File: src/rtl/elevator_pkg.sv
// Shared types and helpers for the elevator request scheduler.
// Latency: none (types, constants and pure functions only).
// Backpressure: not applicable.
package elevator_pkg;

    localparam int NUM_FLOORS_DEF = 4;
    // Width used by the floor/index helpers; callers zero-extend narrower vectors.
    localparam int MAX_FLOORS     = 32;

    localparam logic DIR_UP   = 1'b1;
    localparam logic DIR_DOWN = 1'b0;

    typedef enum logic [2:0] {
        IDLE      = 3'd0,
        SELECT    = 3'd1,
        WAIT_DONE = 3'd2,
        DWELL     = 3'd3,
        HOLD      = 3'd4
    } sched_state_t;

    // Index of the lowest set bit; 0 when the vector is empty.
    function automatic int onehot_to_idx(input logic [MAX_FLOORS-1:0] vec);
        int idx;
        idx = 0;
        for (int i = MAX_FLOORS - 1; i >= 0; i--) begin
            if (vec[i]) begin
                idx = i;
            end
        end
        return idx;
    endfunction

    function automatic logic [MAX_FLOORS-1:0] idx_to_onehot(input int idx);
        logic [MAX_FLOORS-1:0] vec;
        vec    = '0;
        vec[0] = 1'b1;
        return vec << idx;
    endfunction

endpackage

File: src/rtl/elevator_scan_select.sv
// SCAN picker: nearest pending floor beyond last_floor in sched_dir, else reverse, else last_floor.
// Latency: purely combinational.
// Backpressure: none; the caller decides when to sample the result.
module elevator_scan_select
    import elevator_pkg::*;
#(
    parameter int NUM_FLOORS = NUM_FLOORS_DEF
) (
    input  logic [NUM_FLOORS-1:0] pending,
    input  logic [NUM_FLOORS-1:0] last_floor,
    input  logic                  sched_dir,
    output logic [NUM_FLOORS-1:0] next_target,
    output logic                  next_dir,
    output logic                  target_vld
);

    logic [MAX_FLOORS-1:0] last_wide;
    logic [MAX_FLOORS-1:0] pick_wide;
    int                    cur_idx;
    int                    above_idx;
    int                    below_idx;
    int                    pick_idx;
    logic                  above_found;
    logic                  below_found;
    logic                  here_found;

    // Find the nearest pending floor on each side of the car, then apply SCAN priority.
    always_comb begin
        last_wide                  = '0;
        last_wide[NUM_FLOORS-1:0]  = last_floor;
        cur_idx                    = onehot_to_idx(last_wide);

        // Descending scan leaves the lowest floor strictly above the car.
        above_found = 1'b0;
        above_idx   = 0;
        for (int i = NUM_FLOORS - 1; i >= 0; i--) begin
            if (pending[i] && (i > cur_idx)) begin
                above_found = 1'b1;
                above_idx   = i;
            end
        end

        // Ascending scan leaves the highest floor strictly below the car.
        below_found = 1'b0;
        below_idx   = 0;
        for (int i = 0; i < NUM_FLOORS; i++) begin
            if (pending[i] && (i < cur_idx)) begin
                below_found = 1'b1;
                below_idx   = i;
            end
        end

        here_found = |(pending & last_floor);

        pick_idx   = cur_idx;
        next_dir   = sched_dir;
        target_vld = 1'b1;
        if (sched_dir == DIR_UP) begin
            if (above_found) begin
                pick_idx = above_idx;
            end else if (below_found) begin
                pick_idx = below_idx;
                next_dir = DIR_DOWN;
            end else if (!here_found) begin
                target_vld = 1'b0;
            end
        end else begin
            if (below_found) begin
                pick_idx = below_idx;
            end else if (above_found) begin
                pick_idx = above_idx;
                next_dir = DIR_UP;
            end else if (!here_found) begin
                target_vld = 1'b0;
            end
        end

        pick_wide   = idx_to_onehot(pick_idx);
        next_target = pick_wide[NUM_FLOORS-1:0];
    end

endmodule

File: src/rtl/elevator_request_scheduler.sv
// Collects hall/car calls and dispatches one SCAN-ordered target floor at a time; optional SCHED_WATCHDOG_EN.
// Latency: call in IDLE -> req_valid 3 cycles later; DWELL lasts DWELL_CYCLES after each completed stop.
// Backpressure: request_floor/req_valid held until complete or alert; calls are sticky in pending, never dropped.
module elevator_request_scheduler
    import elevator_pkg::*;
#(
    parameter int NUM_FLOORS     = NUM_FLOORS_DEF,
    parameter int DWELL_CYCLES   = 4,
    parameter int TIMEOUT_CYCLES = 64
) (
    input  logic                  clk,
    input  logic                  reset,
    input  logic [NUM_FLOORS-1:0] hall_call,
    input  logic [NUM_FLOORS-1:0] car_call,
    input  logic [NUM_FLOORS-1:0] in_current_floor,
    input  logic                  complete,
    input  logic                  door_alert,
    input  logic                  weigh_alert,
    output logic [NUM_FLOORS-1:0] request_floor,
    output logic                  req_valid,
    output logic [NUM_FLOORS-1:0] pending,
    output logic                  sched_dir,
    output logic                  busy,
    output logic                  fault
);

    localparam int                    DW_W         = $clog2(DWELL_CYCLES + 1);
    localparam logic [DW_W-1:0]       DWELL_LAST   = DW_W'(DWELL_CYCLES - 1);
    localparam logic [NUM_FLOORS-1:0] FLOOR_BOTTOM = NUM_FLOORS'(1);

    if (DWELL_CYCLES < 1 || TIMEOUT_CYCLES < 1) begin : g_bad_params
        $error("elevator_request_scheduler: DWELL_CYCLES and TIMEOUT_CYCLES must be >= 1");
    end

    sched_state_t          state;
    sched_state_t          state_next;
    logic [NUM_FLOORS-1:0] last_floor;
    logic [DW_W-1:0]       dwell_cnt;
    logic                  alert;
    logic                  load_target;
    logic                  serve_done;
    logic                  drop_valid;
    logic                  dwell_reload;
    logic                  dwell_expire;
    logic                  wd_expire;
    logic [NUM_FLOORS-1:0] sel_target;
    logic                  sel_dir;
    logic                  sel_vld;

    assign alert = door_alert | weigh_alert;
    assign busy  = (state != IDLE);

    elevator_scan_select #(
        .NUM_FLOORS (NUM_FLOORS)
    ) u_scan_select (
        .pending     (pending),
        .last_floor  (last_floor),
        .sched_dir   (sched_dir),
        .next_target (sel_target),
        .next_dir    (sel_dir),
        .target_vld  (sel_vld)
    );

    // State register.
    always_ff @(posedge clk) begin
        if (!reset) begin
            state <= IDLE;
        end else begin
            state <= state_next;
        end
    end

    // Next-state and per-cycle control strobes.
    always_comb begin
        state_next   = state;
        load_target  = 1'b0;
        serve_done   = 1'b0;
        drop_valid   = 1'b0;
        dwell_reload = 1'b0;
        dwell_expire = 1'b0;
        case (state)
            IDLE: begin
                if (pending != '0) begin
                    state_next = SELECT;
                end
            end
            SELECT: begin
                load_target = 1'b1;
                state_next  = sel_vld ? WAIT_DONE : IDLE;
            end
            WAIT_DONE: begin
                // complete beats an alert in the same cycle; the watchdog is lowest priority.
                if (complete) begin
                    serve_done = 1'b1;
                    drop_valid = 1'b1;
                    state_next = DWELL;
                end else if (alert) begin
                    drop_valid = 1'b1;
                    state_next = HOLD;
                end else if (wd_expire) begin
                    drop_valid = 1'b1;
                    state_next = SELECT;
                end
            end
            DWELL: begin
                if (alert) begin
                    dwell_reload = 1'b1;
                end else if (dwell_cnt == DWELL_LAST) begin
                    dwell_expire = 1'b1;
                    state_next   = (pending != '0) ? SELECT : IDLE;
                end
            end
            HOLD: begin
                if (!alert) begin
                    state_next = SELECT;
                end
            end
            default: begin
                state_next = IDLE;
            end
        endcase
    end

    // Track the last valid one-hot position; glitchy controller values are ignored.
    always_ff @(posedge clk) begin
        if (!reset) begin
            last_floor <= FLOOR_BOTTOM;
        end else if ($onehot(in_current_floor)) begin
            last_floor <= in_current_floor;
        end
    end

    // Sticky call capture; clearing the served floor overrides a same-cycle new call on it.
    always_ff @(posedge clk) begin
        if (!reset) begin
            pending <= '0;
        end else begin
            pending <= (pending | hall_call | car_call) & ~(serve_done ? request_floor : '0);
        end
    end

    // Dispatch registers: target, valid and travel direction.
    always_ff @(posedge clk) begin
        if (!reset) begin
            request_floor <= '0;
            req_valid     <= 1'b0;
            sched_dir     <= DIR_UP;
        end else if (load_target && sel_vld) begin
            request_floor <= sel_target;
            req_valid     <= 1'b1;
            sched_dir     <= sel_dir;
        end else if (drop_valid) begin
            req_valid     <= 1'b0;
        end
    end

    // Door dwell counter; restarts whenever an alert is seen.
    always_ff @(posedge clk) begin
        if (!reset) begin
            dwell_cnt <= '0;
        end else if ((state == DWELL) && !dwell_reload && !dwell_expire) begin
            dwell_cnt <= dwell_cnt + 1'b1;
        end else begin
            dwell_cnt <= '0;
        end
    end

`ifdef SCHED_WATCHDOG_EN
    localparam int              WD_W    = $clog2(TIMEOUT_CYCLES + 1);
    localparam logic [WD_W-1:0] WD_LAST = WD_W'(TIMEOUT_CYCLES - 1);

    logic [WD_W-1:0] wd_cnt;
    logic            fault_q;

    assign wd_expire = (state == WAIT_DONE) && !complete && !alert && (wd_cnt == WD_LAST);
    assign fault     = fault_q;

    // Watchdog: counts cycles spent waiting for complete, cleared on any exit.
    always_ff @(posedge clk) begin
        if (!reset) begin
            wd_cnt  <= '0;
            fault_q <= 1'b0;
        end else begin
            fault_q <= wd_expire;
            if ((state == WAIT_DONE) && (state_next == WAIT_DONE)) begin
                wd_cnt <= wd_cnt + 1'b1;
            end else begin
                wd_cnt <= '0;
            end
        end
    end
`else
    assign wd_expire = 1'b0;
    assign fault     = 1'b0;
`endif

endmodule
File: config.mk
export PLATFORM = sky130hd
export DESIGN_NAME = elevator_request_scheduler
export DESIGN_NICKNAME = d
export VERILOG_FILES = /design/src/rtl/elevator_pkg.sv /design/src/rtl/elevator_scan_select.sv /design/src/rtl/elevator_request_scheduler.sv
export SDC_FILE = /design/constraint.sdc
export NUM_CORES = 1
export LEC_CHECK = 0
export BUFFER_PORTS_ARGS = -buffer_cell sky130_fd_sc_hd__clkbuf_2
export CORE_UTILIZATION = 35
export CTS_CLUSTER_DIAMETER = 40
export DETAILED_ROUTE_END_ITERATION = 8
export PLACE_DENSITY_LB_ADDON = 0.25
export SLEW_MARGIN = 20
export SYNTH_ARGS = -nofsm -noshare
export SYNTH_HDL_FRONTEND = slang
export SYNTH_SLANG_ARGS = --single-unit
File: constraint.sdc
create_clock -name clk -period 3.3 [get_ports clk]
set_input_delay 0.66 -clock clk [delete_from_list [all_inputs] [get_ports clk]]
set_output_delay 0.66 -clock clk [all_outputs]
set_load 0.02 [all_outputs]
Word level (Yosys, flattened, before mapping). Index checks and enable logic that the tools add are counted.

Bits in registers: 20. Bits of input ports: 17. Output and inout bits: 12.

$add $sub $neg: 4. $lt $le $gt $ge: 8. Eq/ne operators: 11. Shifts and indexed selects: 1. Muxes and demuxes: 57. Bitwise operators: 6. Reductions and logical operators: 20.

Operators with widths (number): two-way mux 32 bit (8); greater-than comparator 3 x 32 -> 1 bit, first input constant (2); < comparator 3 x 32 -> 1 bit, first input constant (2); two-way mux 1 bit (33); greater-than comparator 1 x 32 -> 1 bit, first input constant (1); greater-than comparator 2 x 32 -> 1 bit, first input constant (1); < comparator 1 x 32 -> 1 bit, first input constant (1); < comparator 2 x 32 -> 1 bit, first input constant (1); << shifter 1 x 32 -> 4 bit, first input constant (1); two-way mux 3 bit (6); two-way mux 2 bit (8); case mux 3 bit (5 select lines) (1); logical AND 1 bit (11); == test 3 x 2 -> 1 bit, second input constant (3); bitwise AND 4 bit (2); != test 2 bit, second input constant (4); bitwise OR 4 bit (2); == test 3 x 1 -> 1 bit, second input constant (2); AND reduction 5 bit (1); adder 1 x 1 -> 2 bit (2); two-way mux 4 bit (1); inverter 4 bit (1); nonzero test 4 bit (1); OR reduction 4 bit (1); 10 further kinds (11).

Longest topological paths before layout.
Word-level depth: 15. Gate-level depth with buffers: 9.

Cells and area by module. From an unflattened synthesis, not the netlist that was laid out.

Cell total of the unflattened synthesis: 130. Area, all modules: 1219.9 um^2.

By module, submodules not included: elevator_request_scheduler (instances 1, cells an instance 95, area an instance 939.7 um^2, seq. area each 400.4 um^2); elevator_scan_select (instances 1, cells an instance 35, area an instance 280.3 um^2, seq. area each 0.0 um^2).

Worst setup path after synthesis. OpenSTA, ideal clock, no wires.

Path kind: input to register. Start: input port in_current_floor[0]. End: register last_floor[0]. Setup time: 119 ps. Data arrival time: 2509 ps. Required time: 3181 ps. Slack: 672 ps. Stages on the path: 8. Path through: inv_1 -> fa_1 -> inv_1 -> ha_1 -> ha_1 -> nor3b_1 -> mux2i_1 -> nand2_1.

Longest elaborated chain between the ends: 3.

Ends and longest elaborated chain: start, declared (line elevator_request_scheduler.sv:15) `input logic [NUM_FLOORS-1:0] in_current_floor,`; adder 1 x 1 -> 2 bit (implied by the code) (line elevator_request_scheduler.sv:128) `end else if ($onehot(in_current_floor)) begin`; adder 2 x 2 -> 3 bit (implied by the code) (line elevator_request_scheduler.sv:128); == test 3 x 1 -> 1 bit (line elevator_request_scheduler.sv:128); end signal, assigned (line elevator_request_scheduler.sv:129) `last_floor <= in_current_floor;`; end, declared (line elevator_request_scheduler.sv:37) `logic [NUM_FLOORS-1:0] last_floor;`.

Parallel ways exist; a longest one is shown, timed or not. A chain may end at the register's enable or synchronous reset.

Final worst setup path. Ends and elaborated chain as after synthesis.

==> impl_metrics.toml <==
[status]
run_status = "complete, no violations"

[floorplan]
rows = 20
core_mm2 = 0.00315
fp.dieH_um = 60.7
start_util_pct = 38.3
dieArea_mm2 = 0.00369
die-width_um = 60.7
pin_count = 29

[logic_synthesis]
ys_ff_latch = 20
yosys_most_used_dff = "dfxtp_1"
avgSynthCellArea_um2 = 8.15
synth_top_family_by_area = "compound AO/OA/AOI/OAI gates"
synth_edf_count = 0
ys_seq_area_share_pct = 33.2
synth-async-reset-ratio_pct = 0
synth_compound_area_share_pct = 25.5
yosys_warnings = 0
synthXorXnorAreaFrac_pct = 0
yosys.area_share.simple_pct = 25.1
synth.area.mux_share_pct = 3.32
synthAdderAreaFrac_pct = 5.81
netlist_area_mm2 = 0.00121
synth_cells = 148
yosys.cell_types.count = 47
synth_fp_nets = 170

[global_routing]
grt_pass1_vias = 1067
grt_max_degree = 15
grt_use_total_pct = 17.2
overflow = 0
grt_first_pass_wirelength_um = 4550
antenna_found_initial = 0

[sta]
setup_viol = 0
tns_ns = 0
final_max_slew_viol_count = 0
fmax_ghz = 0.435
fin_crit_sh_pct = 69.7
skew_ns = 0.00371
post-route-min-period_ns = 2.30
holdWs_ns = 0.435
final-hold-violation-count = 0
rsz0062_at_grt = "no"

[detailed_routing]
route.detailed.drc = 0
viasPerCell = 5.20
postRouteAntennaNets = 0
drt_first_pass_iters = 4
vias = 1139
wl_per_cell_um = 13.0
drtIter0Drc = 36
wl_um = 2850

[clock_network]
clockRootBuffer = "clkbuf_4"
insertion_delay_ns = 0.30
cts.sinks = 20
holdBufCountCts = 0
clock_path_buffers = 2
cts_tree = "done"
ctsResizeCount = 0
htree_levels = 1
clk_pin_slew_ns = 0.12
numCtsBuffers = 3
cts_setup_buffers = 0

[power]
power_w = 0.000636
powerDensity_mw_per_mm2 = 452
leakage_nw = 0.595
vdd_drop_max_v = 0.000212

[setup_path]
startpoint_type = "input pin"
cp.arrival_ns = 2.50
critPathKind = "input pin to flip-flop"
worstRegToRegCells = 6
r2r_slack_ns = 1.33
critPathRequiredTime_ns = 3.50
crit_fanout = 5
cp-end-kind = "flip-flop"

[placed_design]
numPortBuffers = 27
gp_congestion = 0.887
dpl.hpwl_um = 2190
dpl.cell_count = 215

[layout]
final_common_cell = "clkbuf_2"
fin_nets = 198
drive_gt1_share_pct = 24.6
area_growth_pct = 16.7
instances_no_fill = 219
mostFrequentLayoutCells = "27 x clkbuf_2, 22 x nor2_1, 20 x dfxtp_1, 13 x inv_1, 12 x a21oi_1"
insertedDiodeCount = 0

[worst_hold_path]
holdPathStages = 1
hold_path.class = "flip-flop to flip-flop"

[flow_run]
drv_cap = 0
Yosys cell counts, types with 3 or more instances:
library cell,number,area (um2)
nor2_1,22,82.6
dfxtp_1,20,400
inv_1,13,48.8
a21oi_1,12,60.1
nand2_1,9,33.8
o31ai_1,6,45.0
nand3_1,5,25.0
ha_1,4,50.1
mux2i_1,4,40.0
o21ai_1,4,20.0
o22ai_1,4,25.0
nand2b_1,3,18.8
or3_1,3,18.8
layout make-up:
| cell class | count | area [um2] |
|---|---|---|
| Clock buffer | 4 | 36.3 |
| Fill cell | 330 | 1750 |
| Inverter | 13 | 48.8 |
| Multi-Input combinational cell | 110 | 724 |
| Sequential cell | 20 | 400 |
| Tap cell | 44 | 55.1 |
| Timing Repair Buffer | 28 | 143 |
cell families (layout without fill, tap and decap cells):
group           after synthesis  in the layout
buf+inv                      18             45
simple gates                 57             57
mux                           4              4
other cells                   1              1
fa+ha+maj                     5              5
compound gates               43             43
flops                        20             20
stage by stage:
stage | utilization [%] | instance area [um2] | setup WS (ns)
2_1_floorplan | - | 1210 | 0.672
4_1_cts | 44.6 | 1410 | 1.01
5_1_grt | 44.6 | 1410 | 0.929
3_5_place_dp | 43.5 | 1370 | 0.675
6_report | 44.6 | 1410 | 0.999
3_3_place_gp | 43.5 | 1370 | 0.800
sequential cells by signal, indices dropped and copies added (netlist names):
| signal | cells |
|---|---|
| last_floor | 4 |
| pending | 4 |
| request_floor | 4 |
| dwell_cnt | 3 |
| state | 3 |
| req_valid | 1 |
| sched_dir | 1 |
path summary, 6_finish.rpt:
kind,start,end
hold reg to reg,dwell_cnt[0],dwell_cnt[0]
hold / removal,dwell_cnt[0],dwell_cnt[0]
setup / recovery,in_current_floor[0],last_floor[0]
setup reg to reg,last_floor[0],request_floor[3]
worst max-delay path: stages:
cell	delay, ns
clkbuf_2	0.09
inv_1	0.05
fa_1	0.53
inv_1	0.04
ha_1	0.17
ha_1	0.28
nor3b_1	0.23
buf_4	0.19
mux2i_1	0.19
nand2_1	0.06
metal layers:
metal	up-vias	share of wire, %	track usage [%]
li1	578	-	-
met1	517	44	18.7
met2	40	49	32.2
met3	4	5.1	3.41
met4	0	1.1	7.14
met5	-	0	0
power by group:
| part | internal, W | total (W) | leakage [nW] | switching, W |
|---|---|---|---|---|
| Combinational | 0.0000796 | 0.000190 | 0.410 | 0.000111 |
| Clock | 0.0000674 | 0.000145 | 0.0210 | 0.0000779 |
| Sequential | 0.000263 | 0.000301 | 0.164 | 0.0000376 |
| Total | 0.000410 | 0.000636 | 0.595 | 0.000226 |
(Power assumes the default switching activity.)
